`config.mk`:
```
export PLATFORM = sky130hd
export DESIGN_NAME = iq_index_free_list
export DESIGN_NICKNAME = d
export VERILOG_FILES = /design/src/rtl/iq_index_free_list.sv
export SDC_FILE = /design/constraint.sdc
export NUM_CORES = 1
export LEC_CHECK = 0
export ABC_AREA = 1
export ABC_CLOCK_PERIOD_IN_PS = 4600
export BUFFER_PORTS_ARGS = -buffer_cell sky130_fd_sc_hd__buf_2
export CAP_MARGIN = 20
export CORE_ASPECT_RATIO = 0.75
export CORE_MARGIN = 4
export CORE_UTILIZATION = 58
export CTS_CLUSTER_SIZE = 40
export DETAILED_ROUTE_END_ITERATION = 6
export PLACE_DENSITY_LB_ADDON = 0.25
export SLEW_MARGIN = 15
export SYNTH_ARGS = -nofsm -noshare
export SYNTH_HDL_FRONTEND = slang
export SYNTH_SLANG_ARGS = --single-unit
```
`constraint.sdc`:
```
create_clock -name clk -period 4.6 [get_ports clk]
set_input_delay 0.46 -clock clk [delete_from_list [all_inputs] [get_ports clk]]
set_output_delay 0.46 -clock clk [all_outputs]
set_load 0.02 [all_outputs]
```
`src/rtl/iq_index_free_list.sv`:
```
// -----------------------------------------------------------------------------
// iq_index_free_list
//   Free list of issue-queue entry indices between dispatch and the issue queue.
//   After reset an init FSM fills the circular buffer with every index
//   (RELEASE_WIDTH+RETURN_WIDTH per cycle). In READY, dispatch pops up to
//   DISPATCH_WIDTH indices per cycle. Indices are pushed back from
//   issue/select (release lanes) and from the selective-flush return port.
//
// Ports
//   clk, rst_n     clock, asynchronous active-low reset
//   allocReq       per-lane pop request (prefix-shaped)
//   allocPtr       lane i = storage[head+i], combinational
//   canAlloc       READY and at least DISPATCH_WIDTH indices free
//   releaseValid/releasePtr   issue-release pushes
//   returnValid/returnPtr     flush-return pushes
//   freeCount      registered number of free indices
//   initDone       high in READY
//   errOverflow    sticky: a push would have exceeded ENTRY_NUM
//   dbgState       FSM state (0 = INIT, 1 = READY)
//
// Handshake: a pop happens on a rising clock edge for every lane with
//   allocReq set while canAlloc is high; allocPtr is valid in that same cycle.
//   Requests while canAlloc is low are dropped. Push lanes have no
//   backpressure: a valid lane is taken on the edge unless the whole cycle's
//   pushes are dropped for overflow.
// -----------------------------------------------------------------------------
module iq_index_free_list #(
  parameter int ENTRY_NUM      = 16,
  parameter int DISPATCH_WIDTH = 2,
  parameter int RELEASE_WIDTH  = 4,
  parameter int RETURN_WIDTH   = 2,
  parameter int IDX_W          = $clog2(ENTRY_NUM)
) (
  input  logic                            clk,
  input  logic                            rst_n,
  input  logic [DISPATCH_WIDTH-1:0]       allocReq,
  output logic [DISPATCH_WIDTH*IDX_W-1:0] allocPtr,
  output logic                            canAlloc,
  input  logic [RELEASE_WIDTH-1:0]        releaseValid,
  input  logic [RELEASE_WIDTH*IDX_W-1:0]  releasePtr,
  input  logic [RETURN_WIDTH-1:0]         returnValid,
  input  logic [RETURN_WIDTH*IDX_W-1:0]   returnPtr,
  output logic [IDX_W:0]                  freeCount,
  output logic                            initDone,
  output logic                            errOverflow,
  output logic                            dbgState
);

  localparam int PUSH_W = RELEASE_WIDTH + RETURN_WIDTH;
  localparam int CNT_W  = IDX_W + 1;
  // Arithmetic width with headroom for count + pushes before the overflow test.
  localparam int CW     = $clog2(ENTRY_NUM + PUSH_W + DISPATCH_WIDTH + 1) + 1;

  typedef enum logic {
    ST_INIT  = 1'b0,
    ST_READY = 1'b1
  } fillStateT;

  fillStateT          state, stateNext;
  logic [IDX_W-1:0]   head, headNext;
  logic [IDX_W-1:0]   tail, tailNext;
  logic [CNT_W-1:0]   count, countNext;
  logic [CNT_W-1:0]   initCnt, initCntNext;
  logic               ovfSet;

  logic [IDX_W-1:0]   mem [ENTRY_NUM];

  // Push lanes in compaction order: release lanes first, then return lanes.
  logic [PUSH_W-1:0]  laneValid;
  logic [IDX_W-1:0]   lanePtr [PUSH_W];

  logic               wrEn   [PUSH_W];
  logic [IDX_W-1:0]   wrAddr [PUSH_W];
  logic [IDX_W-1:0]   wrData [PUSH_W];

  logic [CW-1:0]      popCnt, pushCnt, initStep, countSum;

  assign laneValid = {returnValid, releaseValid};

  always_comb begin
    lanePtr = '{default: '0};
    for (int l = 0; l < RELEASE_WIDTH; l++) begin
      lanePtr[l] = releasePtr[l*IDX_W +: IDX_W];
    end
    for (int l = 0; l < RETURN_WIDTH; l++) begin
      lanePtr[RELEASE_WIDTH+l] = returnPtr[l*IDX_W +: IDX_W];
    end
  end

  assign canAlloc    = (state == ST_READY) && (count >= CNT_W'(DISPATCH_WIDTH));
  assign initDone    = (state == ST_READY);
  assign freeCount   = count;
  assign dbgState    = state;

  // No bypass: pops always read what is already stored at head.
  always_comb begin
    allocPtr = '0;
    for (int i = 0; i < DISPATCH_WIDTH; i++) begin
      allocPtr[i*IDX_W +: IDX_W] = mem[head + IDX_W'(i)];
    end
  end

  always_comb begin
    stateNext   = state;
    headNext    = head;
    tailNext    = tail;
    countNext   = count;
    initCntNext = initCnt;
    ovfSet      = 1'b0;
    popCnt      = '0;
    pushCnt     = '0;
    initStep    = '0;
    countSum    = '0;
    for (int j = 0; j < PUSH_W; j++) begin
      wrEn[j]   = 1'b0;
      wrAddr[j] = '0;
      wrData[j] = '0;
    end

    case (state)
      ST_INIT: begin
        // Last fill cycle writes only the remainder.
        if (CW'(ENTRY_NUM) - CW'(initCnt) < CW'(PUSH_W)) begin
          initStep = CW'(ENTRY_NUM) - CW'(initCnt);
        end else begin
          initStep = CW'(PUSH_W);
        end
        for (int j = 0; j < PUSH_W; j++) begin
          if (CW'(j) < initStep) begin
            wrEn[j]   = 1'b1;
            wrAddr[j] = tail + IDX_W'(j);
            wrData[j] = initCnt[IDX_W-1:0] + IDX_W'(j);
          end
        end
        tailNext    = tail + IDX_W'(initStep);
        countNext   = count + CNT_W'(initStep);
        initCntNext = initCnt + CNT_W'(initStep);
        if (CW'(initCnt) + initStep == CW'(ENTRY_NUM)) begin
          stateNext = ST_READY;
        end
      end

      ST_READY: begin
        if (canAlloc) begin
          for (int i = 0; i < DISPATCH_WIDTH; i++) begin
            popCnt = popCnt + CW'(allocReq[i]);
          end
        end
        // Each valid lane lands at tail + (number of valid lanes before it).
        for (int l = 0; l < PUSH_W; l++) begin
          if (laneValid[l]) begin
            wrEn[l]   = 1'b1;
            wrAddr[l] = tail + IDX_W'(pushCnt);
            wrData[l] = lanePtr[l];
            pushCnt   = pushCnt + CW'(1);
          end
        end
        countSum = CW'(count) - popCnt + pushCnt;
        // Overflow drops the whole cycle's pushes; pops still proceed.
        if (countSum > CW'(ENTRY_NUM)) begin
          ovfSet  = 1'b1;
          pushCnt = '0;
          for (int l = 0; l < PUSH_W; l++) begin
            wrEn[l] = 1'b0;
          end
        end
        headNext  = head + IDX_W'(popCnt);
        tailNext  = tail + IDX_W'(pushCnt);
        countNext = CNT_W'(CW'(count) - popCnt + pushCnt);
      end

      default: stateNext = ST_INIT;
    endcase
  end

  always_ff @(posedge clk or negedge rst_n) begin
    if (!rst_n) begin
      state       <= ST_INIT;
      head        <= '0;
      tail        <= '0;
      count       <= '0;
      initCnt     <= '0;
      errOverflow <= 1'b0;
    end else begin
      state       <= stateNext;
      head        <= headNext;
      tail        <= tailNext;
      count       <= countNext;
      initCnt     <= initCntNext;
      errOverflow <= errOverflow | ovfSet;
    end
  end

  // Storage contents are don't-care until written, so no reset here.
  always_ff @(posedge clk) begin
    for (int j = 0; j < PUSH_W; j++) begin
      if (wrEn[j]) begin
        mem[wrAddr[j]] <= wrData[j];
      end
    end
  end

endmodule

```
== Word level (Yosys, flattened, before mapping) ==
Memories as Yosys holds them, arrays and structs flattened.
Index checks and enable logic that the tools add are counted.
Storage, ports and cells
  bits in writable memories: 64
  word-level logic and storage cells: 128
  memories kept: 1
  output and inout port bits: 17
  bits of input ports: 34
  register bits: 20
Cells by class
  magnitude comparators: 9
  bitwise logic cells: 2
  add/subtract/negate cells: 32
  reduce and logical (&&, ||, !) cells: 1
  equal/unequal tests: 1
  multiplexer cells: 76
Memories
  mem: words 16, bits a word 4, rd ports 2, clocked after Yosys merged registers in 0, wr ports 6, RTL line 66  | logic [IDX_W-1:0] mem [ENTRY_NUM];
Operators by type and width (number)
  $mux 4: 24
  $pmux 24 s2: 2
  $mux 6: 15
  $add 4x4->4: 8
  $add 6x1->6 const B: 5
  $mux 1: 29
  $add 4x2->4 const B: 4
  $add 4x3->4 const B: 4
  $add 5x5->5: 3
  $add 4x1->4 const B: 3
  $lt 1x6->1 const A: 2
  $lt 2x6->1 const A: 2
  $lt 3x6->1 const A: 2
  $pmux 6 s2: 1
  $mux 5: 2
  $pmux 5 s2: 1
  $pmux 4 s2: 1
  $add 5x6->6: 1
  $add 6x6->6: 1
  $eq 6x5->1 const B: 1
  $gt 6x5->1 const B: 1
  $lt 6x3->1 const B: 1
  $sub 5x5->6 const A: 1
  $sub 5x6->6: 1
  other kinds (6): 6

== Depth between registers and ports, before layout ==
Gate-level depths: netlist of the first run.
  depth in word-level cells: 23
  gate-level depth with buffers: 36
  depth with buffers taken out: 36

== Worst setup path after synthesis of the first run ==
OpenSTA, ideal clock, no wires.
  path type: input port to flip-flop
  start: in releaseValid[0]
  end: reg count[4] (netlist: freeCount[4])
  data arrival time: 5.114 ns
  buffers on the path: 0
  setup time: 0.135 ns
  cell stages on the path: 30
  data required time: 4.465 ns
  slack: -0.650 ns
  path through: inv_1 > ha_1 > or2_1 > nand2_1 > inv_1 > ha_1 > nand2_1 > nand2_1 > ha_1 > nor2_1 > a31oi_1 > ha_1 > inv_1 > o21ai_0 > inv_1 > fa_1 > nand2_1 > nor2_1 > nand3_1 > nand2_1 > nand2_2 > nor2_1 > ha_1 > inv_1 > fa_1 > o21ai_0 > xor2_1 > nand3_1 > nand2_1 > o21ai_0
On the way
  longest elaborated chain between the ends: 23
RTL lines
  start: declaration: RTL line 39  | input logic [RELEASE_WIDTH-1:0] releaseValid,
  $mux 1 *: RTL line 151  | if (laneValid[l]) begin
  $mux 6 *: RTL line 120  | case (state)
  $add 6x1->6: RTL line 155  | pushCnt = pushCnt + CW'(1);
  $mux 6 *: RTL line 151
  $mux 6 *: RTL line 120
  $add 6x1->6: RTL line 155
  $mux 6 *: RTL line 151
  $mux 6 *: RTL line 120
  (+8 left out)
  $mux 6 *: RTL line 120
  $add 6x6->6: RTL line 158  | countSum = CW'(count) - popCnt + pushCnt;
  $gt 6x5->1: RTL line 160  | if (countSum > CW'(ENTRY_NUM)) begin
  $mux 5 *: RTL line 160
  $mux 5 *: RTL line 120
  $add 5x5->5 *: RTL line 169  | countNext = CNT_W'(CW'(count) - popCnt + pushCnt);
  $pmux 5 s2 *: RTL line 120
  via countNext[4]: RTL line 62  | logic [CNT_W-1:0] count, countNext;
  end signal: assignment: RTL line 188  | count <= countNext;
  end: declaration: RTL line 62
Mark *: on every way through the listed nets, which the timed path passes. The rest lies on a longest branch. The select of a mux whose other input is x is not followed.
A chain may end at the register's enable or synchronous reset.

== Worst setup path after layout of the first run ==
  start: in releaseValid[1]
  end: reg count[4] (netlist: freeCount[4])
On the way
  longest elaborated chain between the ends: 20
RTL lines (RTL line)
  $mux 6 *: 151
  $mux 6 *: 120
  $add 6x1->6: 155
  $mux 6 *: 151
  $mux 6 *: 120
  $add 6x1->6: 155
  $mux 6 *: 151
  $mux 6 *: 120
  (+5 left out)
  $mux 6 *: 120
  $add 6x6->6: 158
  $gt 6x5->1: 160
  $mux 5 *: 160
  $mux 5 *: 120
  $add 5x5->5 *: 169
  $pmux 5 s2 *: 120
  via countNext[4]: 62
Marks and branches as above.

==> run summary, run 1 <==
Post-placement cell area - 13470 um2
Worst skew pair latency - 0.35 ns
DRC - 3
Tmin final - 4.941 ns
MaxCap Viol Count - 0
Nets - 2247
Avg Cell Area, Syn - 6.124 um2
Tot GR Track Use - 0.4186
Failing checks - DRC, setup timing
Multi-input gate area in the final layout - 9407 um2
Largest stage delay, worst path - 0.38 ns
H-tree Lvls - 3
Post-Layout Inst Area - 15840 um2
Synth Flop Type - edfxtp_1
Fill cells - 1368
Vias in the first global route - 12510
Clock root buffer - clkbuf_16
Final Skew - 0.009535 ns
Post-synthesis compound-gate area fraction - 0.2084
Routed wire length - 51890 um
Static Leakage - 7.654 nW
Setup TNS Final - -6.133 ns
Top post-synthesis cells by area - nand2_1 (19%), edfxtp_1 (17%), a21oi_1 (7.5%)
Peak VDD IR - 0.4098 mV
Number of CTS-inserted buffers - 9
Mapped cell area - 11630 um2
TritonCTS clock tree - built
Pwr Density - 670.4 nW/um2
Kind of end point of the critical path - flip-flop
Die area - 22410 um2
RSZ-0062 raised after global routing - true
Register area share after synthesis - 0.2082
Setup CP Type - in -> reg
Outcome - finished with violations
Yosys warns - 0
Period utilization - 1.074
Register area - 2425 um2
IO Pins - 51
Crit path from - releaseValid[1]
Reg clk slew, reported paths - 0.07 ns
Most frequent cells in the layout - nand2_1 (455), inv_1 (201), buf_4 (179)
Unique masters post-synth - 52
Finished Layout Cells - 2409
Port bufs - 50
Detailed placer's ending HPWL - 36810 um
Main combinational cell family by area after synthesis - simple AND/OR/NAND/NOR gates
Setup WS post-layout - -0.3413 ns
Overflow after GRT - 0
Via density - 6.371
Worst Setup Start Kind - primary input
Least-Margin Pin Slew - 0.9556 ns
Final setup vio count - 105
Die Ht - 130.7 um
CP Max Fanout - 8
CTS max path bufs - 2
Drt wl/cell - 21.54 um
Synth Area in Adders - 0.07313
ANT nets after route - 0
Synth area leader - nand2_1
Initial DRC Count - 3023
Diodes inserted - 0
Worst reg2reg setup slack - -0.15 ns
Core Util, Final - 0.8104
Share of layout cells above drive strength 1 - 0.3520
Cell mode on critical path - ha_4
Worst min-delay path class - in -> async
Area growth syn-to-layout - 36.12%
Async set-or-reset flop fraction in the synthesized netlist - 0.2381
First-pass GRT wire length - 72010 um
Pins Over Slew Limit - 0
Max Fclk - 202.4 MHz
Clk sinks - 84
Simple-gate area share of the yosys netlist - 0.3743
Core ar. - 19540 um2
Die width - 171.5 um
Multiplexer share of the synthesized area - 0
Worst reg2reg path startpoint - freeCount[3]
Pin count of the biggest net entering global routing - 74
Slew margin rel. - 0.3620
Arrival time at the worst endpoint - 5.16 ns
Rows - 44
Commonest non-fill, non-tap cell in the layout - nand2_1
Fin. Hold Viols - 0
Post-Syn Instances - 1900
Mapped Nets - 1996
Initial Util - 0.5953
Routability cong. - 1.142
Path depth of the worst reg2reg path - 27
Pre-antenna DRT Iters - 7
Area share of the largest cell type after synthesis - 0.1855
Post-synthesis xor/xnor area fraction - 0.02559
WP data required - 4.82 ns
DP Cell Count - 2334
Initial antenna violation count - 1
Slowest stage cell, crit path - a21oi_1
Via count - 15350
#FFs+latches synth - 84
EDFF count, synth - 64
-- through the flow --
| step | power, mW | hold WS (ns) | setup WS [ns] |
|---|---|---|---|
| floorplan | 5.494 | 0.1644 | -0.01073 |
| finish | 10.62 | 0.09810 | -0.3413 |
| global placement | 7.541 | 0.4496 | -0.5757 |
| detailed placement | 7.699 | 0.4590 | -0.6724 |
| global route | 11.12 | 0.1118 | -0.5085 |
| CTS | 8.705 | 0.09330 | -0.01129 |
-- worst paths after layout --
path,end
setup / recovery,freeCount[4]
hold / removal,initCnt[4]
setup reg to reg,freeCount[4]
hold reg to reg,errOverflow
max in group asynchronous,freeCount[3]
min in group clk,errOverflow
-- worst max-delay path: cells and delay by family --
family | cells | cell delay (ns)
AO/OA/AOI/OAI | 7 | 1.14
XOR/XNOR | 1 | 0.19
AND/OR/NAND/NOR | 12 | 1.18
adder cells (fa/ha/maj) | 6 | 1.55
buffers and inverters | 7 | 0.64
-- power breakdown --
part | leakage, nW | internal, mW | switching, mW
sequential | 0.824 | 1.23 | 0.257
combinational | 6.69 | 3.18 | 5.27
clock | 0.137 | 0.380 | 0.297
-- routing by layer --
metal  up-vias  wire [um]  GRT usage
li1       6797          -          -
met1      6883      20220     0.6209
met2      1398      20700     0.5899
met3       269       8678     0.1341
met4         0       2296     0.1015
met5         -          0          0
-- area by class of cell --
class,count,share of cell area
sequential,84,0.1531
clock inverter,4,0.001580
timing repair buffer,291,0.1480
inverter,272,0.06786
tap,253,0.01999
clock buffer,12,0.01556
multi-input combinational,1493,0.5939
-- synthesized netlist by cell type (2+ instances only) --
library cell,count
o221ai_1,16
nor2_1,117
o21ai_0,143
nand3_1,159
buf_4,3
fa_1,10
nand3b_1,3
xor2_1,27
dfrtp_1,20
o21ai_4,2
or2_1,3
o22ai_1,23
o21ai_1,21
a21oi_1,175
clkinv_1,9
a31oi_1,5
a21oi_4,2
nand2_4,6
o21ai_2,8
o22ai_2,3
ha_1,52
nand2_2,16
inv_2,29
nor3_2,2
buf_2,10
inv_1,233
buf_1,2
nor3_1,4
edfxtp_1,64
a21o_1,2
nand2_1,575
nand4_1,21
o211ai_1,19
buf_6,4
nor2_2,25
nand3_2,8
xnor2_1,7
clkbuf_1,35
nand3_4,6
nor2_4,19
-- state kept, by name, indices dropped and copies added, names as in the netlist --
name	count
tail	4
dbgState	1
initCnt	5
head	4
errOverflow	1
mem	64
freeCount	5
-- kinds of logic (layout without fill, tap and decap cells) --
logic type	Yosys count	count (layout)
AO/OA/AOI/OAI	427	428
XOR/XNOR	34	34
adder cells (fa/ha/maj)	62	62
buffers and inverters	326	579
flip-flops	84	84
other	1	1
AND/OR/NAND/NOR	966	968
-- repair_timing --
item                       in CTS  in global routing
setup endpoints to repair     133                135
hold buffers                    0                  0
pin swaps                      23                158
cloned                          1                  4
resized for setup              31                434
hold endpoints to repair        0                  0
setup buffers                   8                 47
Note: power is estimated with default switching activity, not from simulation.
==> run 2: changes to the inputs <==
Settings changed: PLACE_DENSITY from default to 0.78, PLACE_DENSITY_LB_ADDON 0.25 to default.
==> run 2 against run 1 <==
  * Via count down 0.58%
  * The flow still finishes with violations (DRC, setup timing)
  * Critical path depth down 1
  * Clock power rose by 6.8%
  * Sequential power about the same
  * Clock skew up 0.0013 ns
  * Critical endpoint is now mem[1][3]
  * Non-clock buffer count shrank 2
  * Final cell count is 0.17% lower
  * First-iteration DRC count decreased by 13%
  * Global-route usage fell by 0.24 points
  * Hold slack got worse by 0.0069 ns
  * Wire length shrank 2.0%
==> run summary, run 2 (same netlist as run 1, synthesis figures left out) <==
Int Pwr - 4.830 mW (was 4.790 mW)
Tmin final - 4.806 ns (was 4.941 ns)
Arrival time at the worst endpoint - 4.90 ns (was 5.16 ns)
WP data required - 4.69 ns (was 4.82 ns)
Core ar. - 19540 um2 (unchanged)
Routed wire length - 50840 um (was 51890 um)
Max Fclk - 208.1 MHz (was 202.4 MHz)
Total Power - 10.52 mW (was 10.62 mW)
ANT nets after route - 0 (unchanged)
Least-Margin Pin Slew - 0.9929 ns (was 0.9556 ns)
Diodes inserted - 0 (unchanged)
DRC - 47 (was 3)
Initial Util - 0.5953 (unchanged)
Failing checks - DRC, setup timing (unchanged)
Setup WS post-layout - -0.2064 ns (was -0.3413 ns)
Pwr Density - 664.9 nW/um2 (was 670.4 nW/um2)
Reg clk slew, reported paths - 0.07 ns (about the same)
Largest stage delay, worst path - 0.51 ns (was 0.38 ns)
Peak VDD IR - 0.5485 mV (was 0.4098 mV)
Worst reg2reg setup slack - 0.09 ns (was -0.15 ns)
Die area - 22410 um2 (unchanged)
Final Skew - 0.01085 ns (was 0.009535 ns)
Worst min-delay path class - in -> async (unchanged)
RSZ-0062 raised after global routing - true (unchanged)
Slowest stage cell, crit path - fa_2 (was a21oi_1)
Die width - 171.5 um (unchanged)
R2R Path End - mem[1][3] (was freeCount[4])
Initial DRC Count - 2632 (was 3023)
Worst skew pair latency - 0.35 ns (about the same)
Pre-antenna DRT Iters - 7 (unchanged)
CP Max Fanout - 7 (was 8)
Kind of end point of the critical path - flip-flop (unchanged)
Core Util, Final - 0.8094 (was 0.8104)
CTS max path bufs - 2 (unchanged)
IO Pins - 51 (unchanged)
Final setup vio count - 125 (was 105)
Port bufs - 50 (unchanged)
Initial antenna violation count - 0 (was 1)
Pin count of the biggest net entering global routing - 74 (unchanged)
Final hold slack - 0.09119 ns (was 0.09810 ns)
Via density - 6.344 (was 6.371)
Routability cong. - 1.098 (was 1.142)
Clock root buffer - clkbuf_16 (unchanged)
Path depth of the worst reg2reg path - 28 (was 27)
H-tree Lvls - 3 (unchanged)
Pins Over Slew Limit - 0 (unchanged)
Hold buffers post-CTS - 0 (unchanged)
First-pass GRT wire length - 71780 um (was 72010 um)
Static Leakage - 7.615 nW (was 7.654 nW)
Via count - 15260 (was 15350)
MaxCap Viol Count - 0 (unchanged)
Worst reg2reg path startpoint - freeCount[3] (unchanged)
Rows - 44 (unchanged)
Most frequent cells in the layout - nand2_1 (471), inv_1 (205), buf_4 (174) (was nand2_1 (455), inv_1 (201), buf_4 (179))
Comb pwr share - 0.789 (was 0.796)
Worst Setup Start Kind - primary input (unchanged)
Seq pwr share - 0.143 (was 0.140)
Post-Layout Inst Area - 15820 um2 (was 15840 um2)
Clk sinks - 84 (unchanged)
Fin. Hold Viols - 0 (unchanged)
Largest register FFs - 64 (unchanged)
Area growth syn-to-layout - 35.96% (was 36.12%)
Commonest non-fill, non-tap cell in the layout - nand2_1 (unchanged)
Number of CTS-inserted buffers - 9 (unchanged)
Tot GR Track Use - 0.4163 (was 0.4186)
Setup TNS Final - -10.62 ns (was -6.133 ns)
DP Cell Count - 2341 (was 2334)
Clock Power Share - 0.069 (was 0.064)
Detailed placer's ending HPWL - 36780 um (was 36810 um)
Share of layout cells above drive strength 1 - 0.3299 (was 0.3520)
Drt wl/cell - 21.14 um (was 21.54 um)
Post-placement cell area - 13540 um2 (was 13470 um2)
Outcome - finished with violations (unchanged)
P_sw - 5.688 mW (was 5.828 mW)
Period utilization - 1.045 (was 1.074)
Slew margin rel. - 0.3381 (was 0.3620)
Vias in the first global route - 12860 (was 12510)
Sw Ratio - 0.5408 (was 0.5489)
Finished Layout Cells - 2405 (was 2409)
Setup CP Type - in -> reg (unchanged)
Die Ht - 130.7 um (unchanged)
Overflow after GRT - 0 (unchanged)
Pre-CTS WS - -0.6578 ns (was -0.6724 ns)
Nets - 2243 (was 2247)
TritonCTS clock tree - built (unchanged)
==> run 2: changes by cell type in the layout (fill, tap and decap cells not counted), moves of 5 or more <==
cell     previous run  this run
nand2_2           108        90
a21oi_1           120       137
a21oi_2            55        38
nand2_1           455       471
nand3_2            42        26
nand3_1           114       124
inv_4              14         5
o21ai_0           116       109
o21ai_2            28        35
nand3_4            18        24
buf_12              5        10
buf_4             179       174
==> run 2: cell type report <==
cell class | instances | area (um2)
timing repair buffer | 289 | 2406
fill | 1379 | 3725
inverter | 272 | 1064
multi-input combinational | 1491 | 9316
tap | 253 | 316.6
sequential | 84 | 2422
clock buffer | 10 | 229.0
clock inverter | 6 | 65.06
==> run 2: worst max path at each step <==
stage                          from      endpoint  slack, ns  cells past startpoint
finish              releaseValid[1]     mem[1][3]      -0.21                     32
detailed placement  releaseValid[1]     mem[3][3]      -0.66                     31
CTS                 releaseValid[0]  freeCount[4]       0.01                     31
floorplan           releaseValid[1]  freeCount[4]      -0.01                     30
global placement    releaseValid[1]     mem[3][3]      -0.57                     32
global route        releaseValid[1]     mem[1][3]      -0.34                     32
==> run 2: worst max-delay path: cells and delay by family <==
kind                     cells  cell delay, ns
AND/OR/NAND/NOR             14            1.61
adder cells (fa/ha/maj)      5            1.46
buffers and inverters        9            0.74
AO/OA/AOI/OAI                4            0.62
==> run 2: power groups by stage <==
stage / registers, mW / logic (mW) / clock network [mW]
2_1_floorplan: 1.40 / 4.09 / 0
3_3_place_gp: 1.48 / 6.08 / 0
3_5_place_dp: 1.49 / 6.23 / 0
4_1_cts: 1.47 / 6.54 / 0.724
5_1_grt: 1.51 / 8.81 / 0.761
6_report: 1.50 / 8.30 / 0.723
==> run 2: per-layer routing <==
metal,vias up,share of wire,global-route usage
li1,6774,-,-
met4,2,0.054,0.1234
met2,1388,0.39,0.5890
met5,-,0.0014,0
met3,312,0.17,0.1420
met1,6782,0.39,0.6008
==> run 2: repair_timing <==
item | in CTS | in global routing
resized for setup | 45 | 392
pin swaps | 24 | 131
gates cloned | 0 | 2
setup endpoints to repair | 133 | 134
setup buffers | 13 | 36
